$ cat src/rtl/fpga_cfg_pkg.sv
// Shared types and helpers for the fpgav2 serial configuration loader.
// Holds the default chain geometry, the loader state encoding and word-count math.
package fpga_cfg_pkg;

  localparam int unsigned CHAIN_LEN_DEFAULT = 1480;
  localparam int unsigned WORD_W_DEFAULT    = 32;

  typedef enum logic [2:0] {
    StIdle,
    StFetch,
    StSetup,
    StHigh,
    StLow,
    StFinish
  } cfg_state_e;

  function automatic int unsigned words_per_load(input int unsigned len, input int unsigned w);
    return (len + w - 1) / w;
  endfunction

endpackage

$ cat src/rtl/cfg_phase_timer.sv
// Down-counter that times one prog_clk phase of Div clk cycles.
// Reloads whenever disabled so every timed phase starts from a full count.
module cfg_phase_timer #(
  parameter int unsigned Div = 1
) (
  input  logic clk_i,
  input  logic rst_i,
  input  logic en_i,
  output logic phase_done_o
);

  localparam int unsigned CntW = (Div > 1) ? $clog2(Div) : 1;
  localparam logic [CntW-1:0] CntMax = CntW'(Div - 1);

  logic [CntW-1:0] cnt_q, cnt_d;

  assign phase_done_o = en_i && (cnt_q == '0);

  always_comb begin
    cnt_d = cnt_q;
    if (!en_i || (cnt_q == '0)) begin
      cnt_d = CntMax;
    end else begin
      cnt_d = cnt_q - 1'b1;
    end
  end

  always_ff @(posedge clk_i) begin
    if (rst_i) begin
      cnt_q <= CntMax;
    end else begin
      cnt_q <= cnt_d;
    end
  end

endmodule

$ cat src/rtl/fpga_config_loader.sv
// Streams bitstream words LSB-first into the fpgav2 program chain while
// capturing the previous chain contents from prog_out as readback words.
module fpga_config_loader
  import fpga_cfg_pkg::*;
#(
  parameter int unsigned CHAIN_LEN = CHAIN_LEN_DEFAULT,
  parameter int unsigned WORD_W    = WORD_W_DEFAULT,
  parameter int unsigned CLK_DIV   = 1
) (
  input  logic                           clk_i,
  input  logic                           rst_i,
  input  logic                           start_i,
  input  logic                           abort_i,
  input  logic [WORD_W-1:0]              cfg_data_i,
  input  logic                           cfg_valid_i,
  output logic                           cfg_ready_o,
  output logic                           prog_in_o,
  output logic                           prog_clk_o,
  output logic                           prog_en_o,
  input  logic                           prog_out_i,
  output logic [WORD_W-1:0]              rb_data_o,
  output logic                           rb_valid_o,
  output logic                           busy_o,
  output logic                           done_o,
  output logic                           aborted_o,
  output logic [$clog2(CHAIN_LEN+1)-1:0] bit_count_o
);

  localparam int unsigned BcW = $clog2(CHAIN_LEN + 1);
  localparam int unsigned WbW = (WORD_W > 1) ? $clog2(WORD_W) : 1;
  localparam logic [BcW-1:0] LastBit     = BcW'(CHAIN_LEN - 1);
  localparam logic [WbW-1:0] LastWordBit = WbW'(WORD_W - 1);

  cfg_state_e        state_q, state_d;
  logic [WORD_W-1:0] shift_q, shift_d;
  logic [WORD_W-1:0] rb_shift_q, rb_shift_d;
  logic [WORD_W-1:0] rb_data_q, rb_data_d;
  logic [WbW-1:0]    word_bit_q, word_bit_d;
  logic [BcW-1:0]    bit_count_q, bit_count_d;
  logic              rb_valid_q, rb_valid_d;
  logic              aborted_q, aborted_d;

  logic timed;
  logic phase_done;
  logic last_bit;
  logic word_end;

  assign timed    = (state_q == StSetup) || (state_q == StHigh) || (state_q == StLow);
  assign last_bit = (bit_count_q == LastBit);
  assign word_end = (word_bit_q == LastWordBit);

  cfg_phase_timer #(
    .Div (CLK_DIV)
  ) u_phase_timer (
    .clk_i        (clk_i),
    .rst_i        (rst_i),
    .en_i         (timed),
    .phase_done_o (phase_done)
  );

  always_comb begin
    state_d     = state_q;
    shift_d     = shift_q;
    rb_shift_d  = rb_shift_q;
    rb_data_d   = rb_data_q;
    word_bit_d  = word_bit_q;
    bit_count_d = bit_count_q;
    rb_valid_d  = 1'b0;
    aborted_d   = aborted_q;

    unique case (state_q)
      StIdle: begin
        if (start_i) begin
          state_d     = StFetch;
          aborted_d   = 1'b0;
          bit_count_d = '0;
          word_bit_d  = '0;
        end
      end
      StFetch: begin
        if (cfg_valid_i) begin
          shift_d    = cfg_data_i;
          word_bit_d = '0;
          state_d    = StSetup;
        end
      end
      StSetup: begin
        if (phase_done) begin
          // Chain-end bit before this shift; clearing on bit 0 zero-pads a short final word.
          if (word_bit_q == '0) begin
            rb_shift_d = '0;
          end
          rb_shift_d[word_bit_q] = prog_out_i;
          if (word_end || last_bit) begin
            rb_valid_d = 1'b1;
            rb_data_d  = rb_shift_d;
          end
          state_d = StHigh;
        end
      end
      StHigh: begin
        if (phase_done) begin
          state_d = StLow;
        end
      end
      StLow: begin
        if (phase_done) begin
          bit_count_d = bit_count_q + 1'b1;
          shift_d     = shift_q >> 1;
          word_bit_d  = word_bit_q + 1'b1;
          if (last_bit) begin
            state_d = StFinish;
          end else if (word_end) begin
            state_d = StFetch;
          end else begin
            state_d = StSetup;
          end
        end
      end
      StFinish: begin
        state_d = StIdle;
      end
      default: begin
        state_d = StIdle;
      end
    endcase

    // Abort beats a same-cycle handshake, readback completion or finish.
    if (abort_i && (state_q != StIdle)) begin
      state_d    = StIdle;
      aborted_d  = 1'b1;
      rb_valid_d = 1'b0;
      rb_data_d  = rb_data_q;
    end
  end

  always_ff @(posedge clk_i) begin
    if (rst_i) begin
      state_q     <= StIdle;
      shift_q     <= '0;
      rb_shift_q  <= '0;
      rb_data_q   <= '0;
      word_bit_q  <= '0;
      bit_count_q <= '0;
      rb_valid_q  <= 1'b0;
      aborted_q   <= 1'b0;
    end else begin
      state_q     <= state_d;
      shift_q     <= shift_d;
      rb_shift_q  <= rb_shift_d;
      rb_data_q   <= rb_data_d;
      word_bit_q  <= word_bit_d;
      bit_count_q <= bit_count_d;
      rb_valid_q  <= rb_valid_d;
      aborted_q   <= aborted_d;
    end
  end

  assign cfg_ready_o = (state_q == StFetch) && !abort_i;
  assign prog_en_o   = timed || (state_q == StFetch);
  assign prog_clk_o  = (state_q == StHigh);
  assign prog_in_o   = timed && shift_q[0];
  assign busy_o      = (state_q != StIdle);
  assign done_o      = (state_q == StFinish);
  assign rb_data_o   = rb_data_q;
  assign rb_valid_o  = rb_valid_q;
  assign aborted_o   = aborted_q;
  assign bit_count_o = bit_count_q;

endmodule
$ cat config.mk
export PLATFORM = sky130hd
export DESIGN_NAME = fpga_config_loader
export DESIGN_NICKNAME = d
export VERILOG_FILES = /design/src/rtl/fpga_cfg_pkg.sv /design/src/rtl/cfg_phase_timer.sv /design/src/rtl/fpga_config_loader.sv
export SDC_FILE = /design/constraint.sdc
export NUM_CORES = 1
export LEC_CHECK = 0
export ABC_AREA = 1
export CAP_MARGIN = 5
export CORE_MARGIN = 3
export CORE_UTILIZATION = 50
export CTS_CLUSTER_SIZE = 12
export DETAILED_ROUTE_END_ITERATION = 12
export PLACE_DENSITY = 0.75
export SLEW_MARGIN = 10
export SYNTH_ARGS = -nofsm -noshare
export SYNTH_HDL_FRONTEND = slang
export SYNTH_SLANG_ARGS = --single-unit
$ cat constraint.sdc
create_clock -name clk_i -period 2.9 [get_ports clk_i]
set_input_delay 0.725 -clock clk_i [delete_from_list [all_inputs] [get_ports clk_i]]
set_output_delay 0.725 -clock clk_i [all_outputs]
set_load 0.005 [all_outputs]
# Word-level counts from Yosys, hierarchy flattened

Index checks and enable logic that the tools add are counted.

Bitwise operators: 4
Equal/unequal tests: 12
Reduce and logical (&&, ||, !) cells: 30
Multiplexer cells: 28
Add/sub/neg operators: 3
$lt $le $gt $ge: 2

Operator list:

| operator                                                                      | number |
|---|---|
| 32-bit two-way mux                                                            | 5 |
| 32-bit case mux with 2 select lines                                           | 1 |
| 32-bit bitwise mux                                                            | 1 |
| 11-bit two-way mux                                                            | 2 |
| 11-bit case mux with 2 select lines                                           | 1 |
| 3-bit two-way mux                                                             | 6 |
| 5-bit two-way mux                                                             | 3 |
| 3-bit case mux with 5 select lines                                            | 1 |
| 5-bit case mux with 3 select lines                                            | 1 |
| 11-bit by 1-bit adder with 11-bit output (second input constant)              | 1 |
| 11-bit == test (second input constant)                                        | 1 |
| 2-bit inequality test (second input constant)                                 | 4 |
| 4-bit AND reduction                                                           | 2 |
| 2-bit nonzero test                                                            | 4 |
| 3-bit by 2-bit == test with 1-bit output (second input constant)              | 2 |
| 3-bit == test (second input constant)                                         | 2 |
| 5-bit by 6-bit less-than comparator with 1-bit output (second input constant) | 1 |
| 3-bit AND reduction                                                           | 2 |
| 3-bit nonzero test                                                            | 2 |
| 5-bit by 1-bit adder with 5-bit output (second input constant)                | 1 |
| 1-bit demux with 5-bit select                                                 | 1 |
| 5-bit == test (second input constant)                                         | 1 |
| 5-bit by 1-bit >= comparator with 1-bit output (second input constant)        | 1 |
| 1-bit logical AND                                                             | 5 |
| other kinds (14)                                                              | 28 |

Input port bits: 38
Word-level logic and storage cells: 88
Output and inout bits: 51
Flip-flop bits (word level): 118

# Depth between registers and ports, before layout

Word-level depth: 7
Gate-level depth with buffers: 13
Depth with buffers taken out: 10

# Modules after synthesis

A second synthesis with hierarchy kept.

Cells, all modules: 872
Area, all modules: 5863.1 um^2

By module, submodules not included:

| module             | area an instance (um^2) | sequential area each (um^2) | cells an instance | times used |
|---|---|---|---|---|
| fpga_config_loader | 5829.3                  | 2342.2                      | 868               | 1 |
| cfg_phase_timer    | 33.8                    | 20.0                        | 4                 | 1 |

# Least setup slack after synthesis

Ideal clock, no wire load.

Kind: reg-to-reg
Start: reg word_bit_q[0]
End: reg rb_data_q[17] (netlist: rb_data_o[17])
Stages on the path, launching flop included: 13
Clock period less this slack: 1.899 ns
Slack: 1.001 ns
Data arrival time: 1.786 ns
Library setup time: 0.113 ns
Data required time: 2.787 ns
Path buffers: 3
Path through: dfxtp_1 ha_1 clkbuf_1 nand2_1 nor2_1 ha_1 inv_1 nand2_2 nand2_2 buf_6 buf_2 nor2_1 nor2_1

Cells in the longest elaborated chain, start to end: 5
Elaborated cells between the ends (all ways): 13
Classes of those cells: order compare (2); eq/ne (1); mux (6); reduce/logical (4)

Ends and longest elaborated chain:

| what                                                                                                | line                                               | RTL |
|---|---|---|
| from (decl)                                                                                         | fpga_config_loader.sv:38                           | `logic [WbW-1:0] word_bit_q, word_bit_d;` |
| from (signal assigned)                                                                              | fpga_config_loader.sv:152                          | `word_bit_q <= word_bit_d;` |
| 5-bit by 6-bit less-than comparator with 1-bit output (not written as such) (tied with other cells) | fpga_config_loader.sv:93                           | `rb_shift_d[word_bit_q] = prog_out_i;` |
| 1-bit logical AND (not written as such) or 32-bit two-way mux (tied branches)                       | fpga_config_loader.sv:93, fpga_config_loader.sv:90 |  |
| 1-bit two-way mux (not written as such) or 32-bit two-way mux (tied branches)                       | fpga_config_loader.sv:93, fpga_config_loader.sv:88 |  |
| 1-bit demux with 5-bit select or 32-bit two-way mux (tied branches)                                 | fpga_config_loader.sv:93, fpga_config_loader.sv:71 |  |
| 32-bit bitwise mux                                                                                  | fpga_config_loader.sv:93                           |  |
| to (signal assigned)                                                                                | fpga_config_loader.sv:151                          | `rb_data_q <= rb_data_d;` |
| to (decl)                                                                                           | fpga_config_loader.sv:37                           | `logic [WORD_W-1:0] rb_data_q, rb_data_d;` |

Parallel ways exist; a longest one is shown, timed or not. The select of a mux whose other input is x is not followed.
A chain may end at the register's enable or synchronous reset.

# Final worst setup path

Start: reg state_q[1]
End: out prog_in_o

Cells in the longest elaborated chain, start to end: 4
Elaborated cells between the ends (all ways): 6
Classes of those cells: eq/ne (3); reduce/logical (3)

Ends and longest elaborated chain:

| what                                     | line                      | RTL |
|---|---|---|
| from (decl)                              | fpga_config_loader.sv:34  | `cfg_state_e state_q, state_d;` |
| from (signal assigned)                   | fpga_config_loader.sv:139 | `state_q <= StIdle;` |
| from (signal assigned)                   | fpga_config_loader.sv:148 | `state_q <= state_d;` |
| 3-bit by 2-bit == test with 1-bit output | fpga_config_loader.sv:48  | `assign timed = (state_q == StSetup) \|\| (state_q == StHigh) \|\| (state_q == StLow);` |
| 1-bit logical OR                         | fpga_config_loader.sv:48  |  |
| 1-bit logical OR (*)                     | fpga_config_loader.sv:48  |  |
| 1-bit logical AND (*)                    | fpga_config_loader.sv:162 | `assign prog_in_o = timed && shift_q[0];` |
| to (decl)                                | fpga_config_loader.sv:17  | `output logic prog_in_o,` |

Mark *: on every way between the ends. The rest lies on a longest branch, timed or not.

==> flow_metrics.tcl <==
set metrics [dict create \
    status "finished, final reports clean" \
    cts_setup_buffers 0 \
    start_util_pct 52.3 \
    powerDensity_nw_per_um2 722 \
    vdd_drop_max_mv 0.429 \
    die_w_um 114 \
    async_reset_ff_share_pct 0 \
    wl_met3_um 878 \
    first_pass_iters 8 \
    synth_fa_ha_area_share_pct 1.30 \
    setup_violations 0 \
    synth.largest_area_cell "dfxtp_1" \
    cts_buffers 17 \
    synth_area_sq_um 5790 \
    grt_usage_pct 21.7 \
    drv_cap 0 \
    min_period_ns 2.60 \
    path_buf_inv 2 \
    layout-drive-gt1-share_pct 7.92 \
    synth_nets 883 \
    highest_layer "met4" \
    yosysUniqueCellTypes 33 \
    post_drt_wl_per_cell_um 12.9 \
    path_class "reg2out" \
    worst_pin_slew_ns 0.589 \
    end_kind "primary output" \
    clkSinkCount 118 \
    skew_ns 0.00939 \
    ioPinCount 89 \
    hold_viol 0 \
    grt_max_degree 76 \
    critPathLaunchType "register" \
    globalplace.congestion 0.844 \
    drc_errors 0 \
    synthSimpleGateAreaFrac_pct 22.6 \
    cp_max_fo 7 \
    min_path_type "reg2reg" \
    vias_per_cell 5.19 \
    grt_pass1_wl_um 23200 \
    drv_slew 0 \
    relSlewSlack_pct 60.7 \
    ant_nets 0 \
    reg2reg_slack_ns 0.55 \
    yosysMostFrequentCell "nand2_1" \
    dr.first_iter.drc_count 356 \
    arrival_ns 1.87 \
    wl_um 13700 \
    avgSynthCellArea_sq_um 6.90 \
    place.port_buffers 88 \
    fp-row-count 38 \
    antenna_found_initial 0 \
    cts_max_level 4 \
    critical-path-top-delay-family "buffers and inverters" \
    cts_hold_buf 0 \
    crit_required_ns 2.17 \
    synth_area_leaders "dfxtp_1 (41%), nand2_1 (9.6%), inv_1 (7.1%)" \
    fmax_ghz 0.385 \
    cp_slowest_cell "clkdlybuf4s50_1" \
    fin_cells 1062 \
    dpl.cell_count 1030 \
    setup_tns_ns 0 \
    synth_top_cell_area_share_pct 40.8 \
    ys_seq_area_share_pct 40.8 \
    synth_compound_area_share_pct 22.5 \
    synth_cells 839 \
    synthMuxAreaShare_pct 0 \
    period_share_pct 89.7 \
    critical_path.max_stage_delay_ns 0.51 \
    die_y_um 114 \
    synthFlopType "dfxtp_1" \
    grt_pass1_vias 5195 \
    ys_ff_latch 118 \
    clk_latency_ns 0.41 \
    synth_top_family_by_area "simple AND/OR/NAND/NOR gates" \
    cts_tree "yes" \
    nNetsFinal 953 \
    rsz0062_at_grt "no" \
    synth_xor_area_share_pct 0.151 \
    hpwlAfterDp_um 9060 \
    diodes 0 \
    cts_resized 0 \
    clk_pin_slew_ns 0.05 \
    wl_met2_um 6820 \
    area_delta_synth_final_pct 25.6 \
    die_area_sq_um 12900 \
    overflow 0 \
    leakage_nw 3.14 \
    wl_met1_um 5880 \
    ys_warn_count 0 \
    cp_cell_sequence "nor2_2 > nand2_4 > nand2_1 > inv_1 > nor2_1 > clkdlybuf4s50_1" \
    synth-edff-count 0 \
    clockBufferDepth 2 \
    vias 5515 \
    ctsRootBufferMaster "clkbuf_16" \
    core_sq_um 11100 \
    yosys-top-cells-count "nand2_1 (148), dfxtp_1 (118), inv_1 (109)" \
    holdWs_ns 0.443 \
]
-- sequential cells by signal, summed over array words and instances (netlist names) --
name                 flops
aborted_o                1
state_q                  3
word_bit_q               5
u_phase_timer.cnt_q      1
bit_count_o             11
shift_q                 32
rb_shift_q              32
rb_valid_o               1
rb_data_o               32
-- path summary, 6_finish.rpt --
kind | start | end | cells after the start
max | state_q[1] | prog_in_o | 6
max reg2reg | state_q[1] | shift_q[31] | 9
min reg2reg | shift_q[9] | shift_q[9] | 2
min | shift_q[9] | shift_q[9] | 2
-- through the flow --
step / instance area, sq um / total power, mW / util (%) / worst slack (ns)
after global placement: 6680 / 3.14 / 60.3 / 0.408
after global routing: 7280 / 5.56 / 65.7 / 0.169
after CTS: 7280 / 5.29 / 65.7 / 0.281
final: 7280 / 5.26 / 65.7 / 0.300
after detailed placement: 6680 / 3.20 / 60.3 / 0.390
after floorplan: 5790 / 2.94 / - / 1.00
-- cell usage in the layout (no fill, tap or decap) --
| master | count |
|---|---|
| nor2_8 | 1 |
| conb_1 | 1 |
| bufinv_16 | 2 |
| o21ai_0 | 73 |
| nand3_4 | 2 |
| nor3_1 | 5 |
| inv_4 | 1 |
| clkinvlp_4 | 3 |
| inv_1 | 108 |
| clkbuf_8 | 5 |
| ha_1 | 6 |
| clkdlybuf4s50_1 | 88 |
| buf_12 | 1 |
| nand3_2 | 3 |
| clkbuf_16 | 17 |
| nand3_1 | 46 |
| o21bai_1 | 31 |
| or2_0 | 2 |
| xor2_1 | 1 |
| a31oi_1 | 2 |
| inv_2 | 12 |
| clkbuf_1 | 3 |
| nand4_1 | 1 |
| clkinv_2 | 2 |
| o211ai_1 | 2 |
| nand3b_2 | 1 |
| dfxtp_1 | 118 |
| o21ai_1 | 71 |
| nor2_4 | 1 |
| nand2_2 | 5 |
| nand2_4 | 1 |
| nor2_1 | 79 |
| a21oi_1 | 64 |
| nor2_2 | 4 |
| buf_4 | 11 |
| nand2_1 | 148 |
| nor3_2 | 1 |
-- kinds of logic after synthesis --
kind of cell,count (synthesis)
and+or+nand+nor,300
AOI/OAI and AO/OA,243
buffers and inverters,170
DFF,118
adders and majority gates,6
xor gates and xnor gates,1
other,1
-- layer usage --
metal	GRT usage, %	vias to the layer above
li1	-	2840
met1	26.8	2512
met2	36.9	153
met3	6.05	10
met4	6.65	0
met5	0	-
-- worst min-delay path, delay by kind of cell, from the launching register on --
kind                   cells  cell delay [ns]
DFF                        1             0.29
buffers and inverters      1             0.05
AOI/OAI and AO/OA          1             0.05
-- power by group --
group | switching (mW) | leakage [nW] | internal (mW)
clock network | 0.702 | 0.286 | 1.38
registers | 0.126 | 0.958 | 1.92
logic | 0.713 | 1.90 | 0.418
total | 1.54 | 3.14 | 3.72
-- area by class of cell --
type                       count  area [sq um]
clock buffer                  25           505
clock inverter                 7          92.6
fill                         964          3800
inverter                     121           457
multi-input combinational    551          2700
sequential                   118          2360
tap                          140           175
timing repair buffer         100           983
Power figures use the tool's default switching activity.
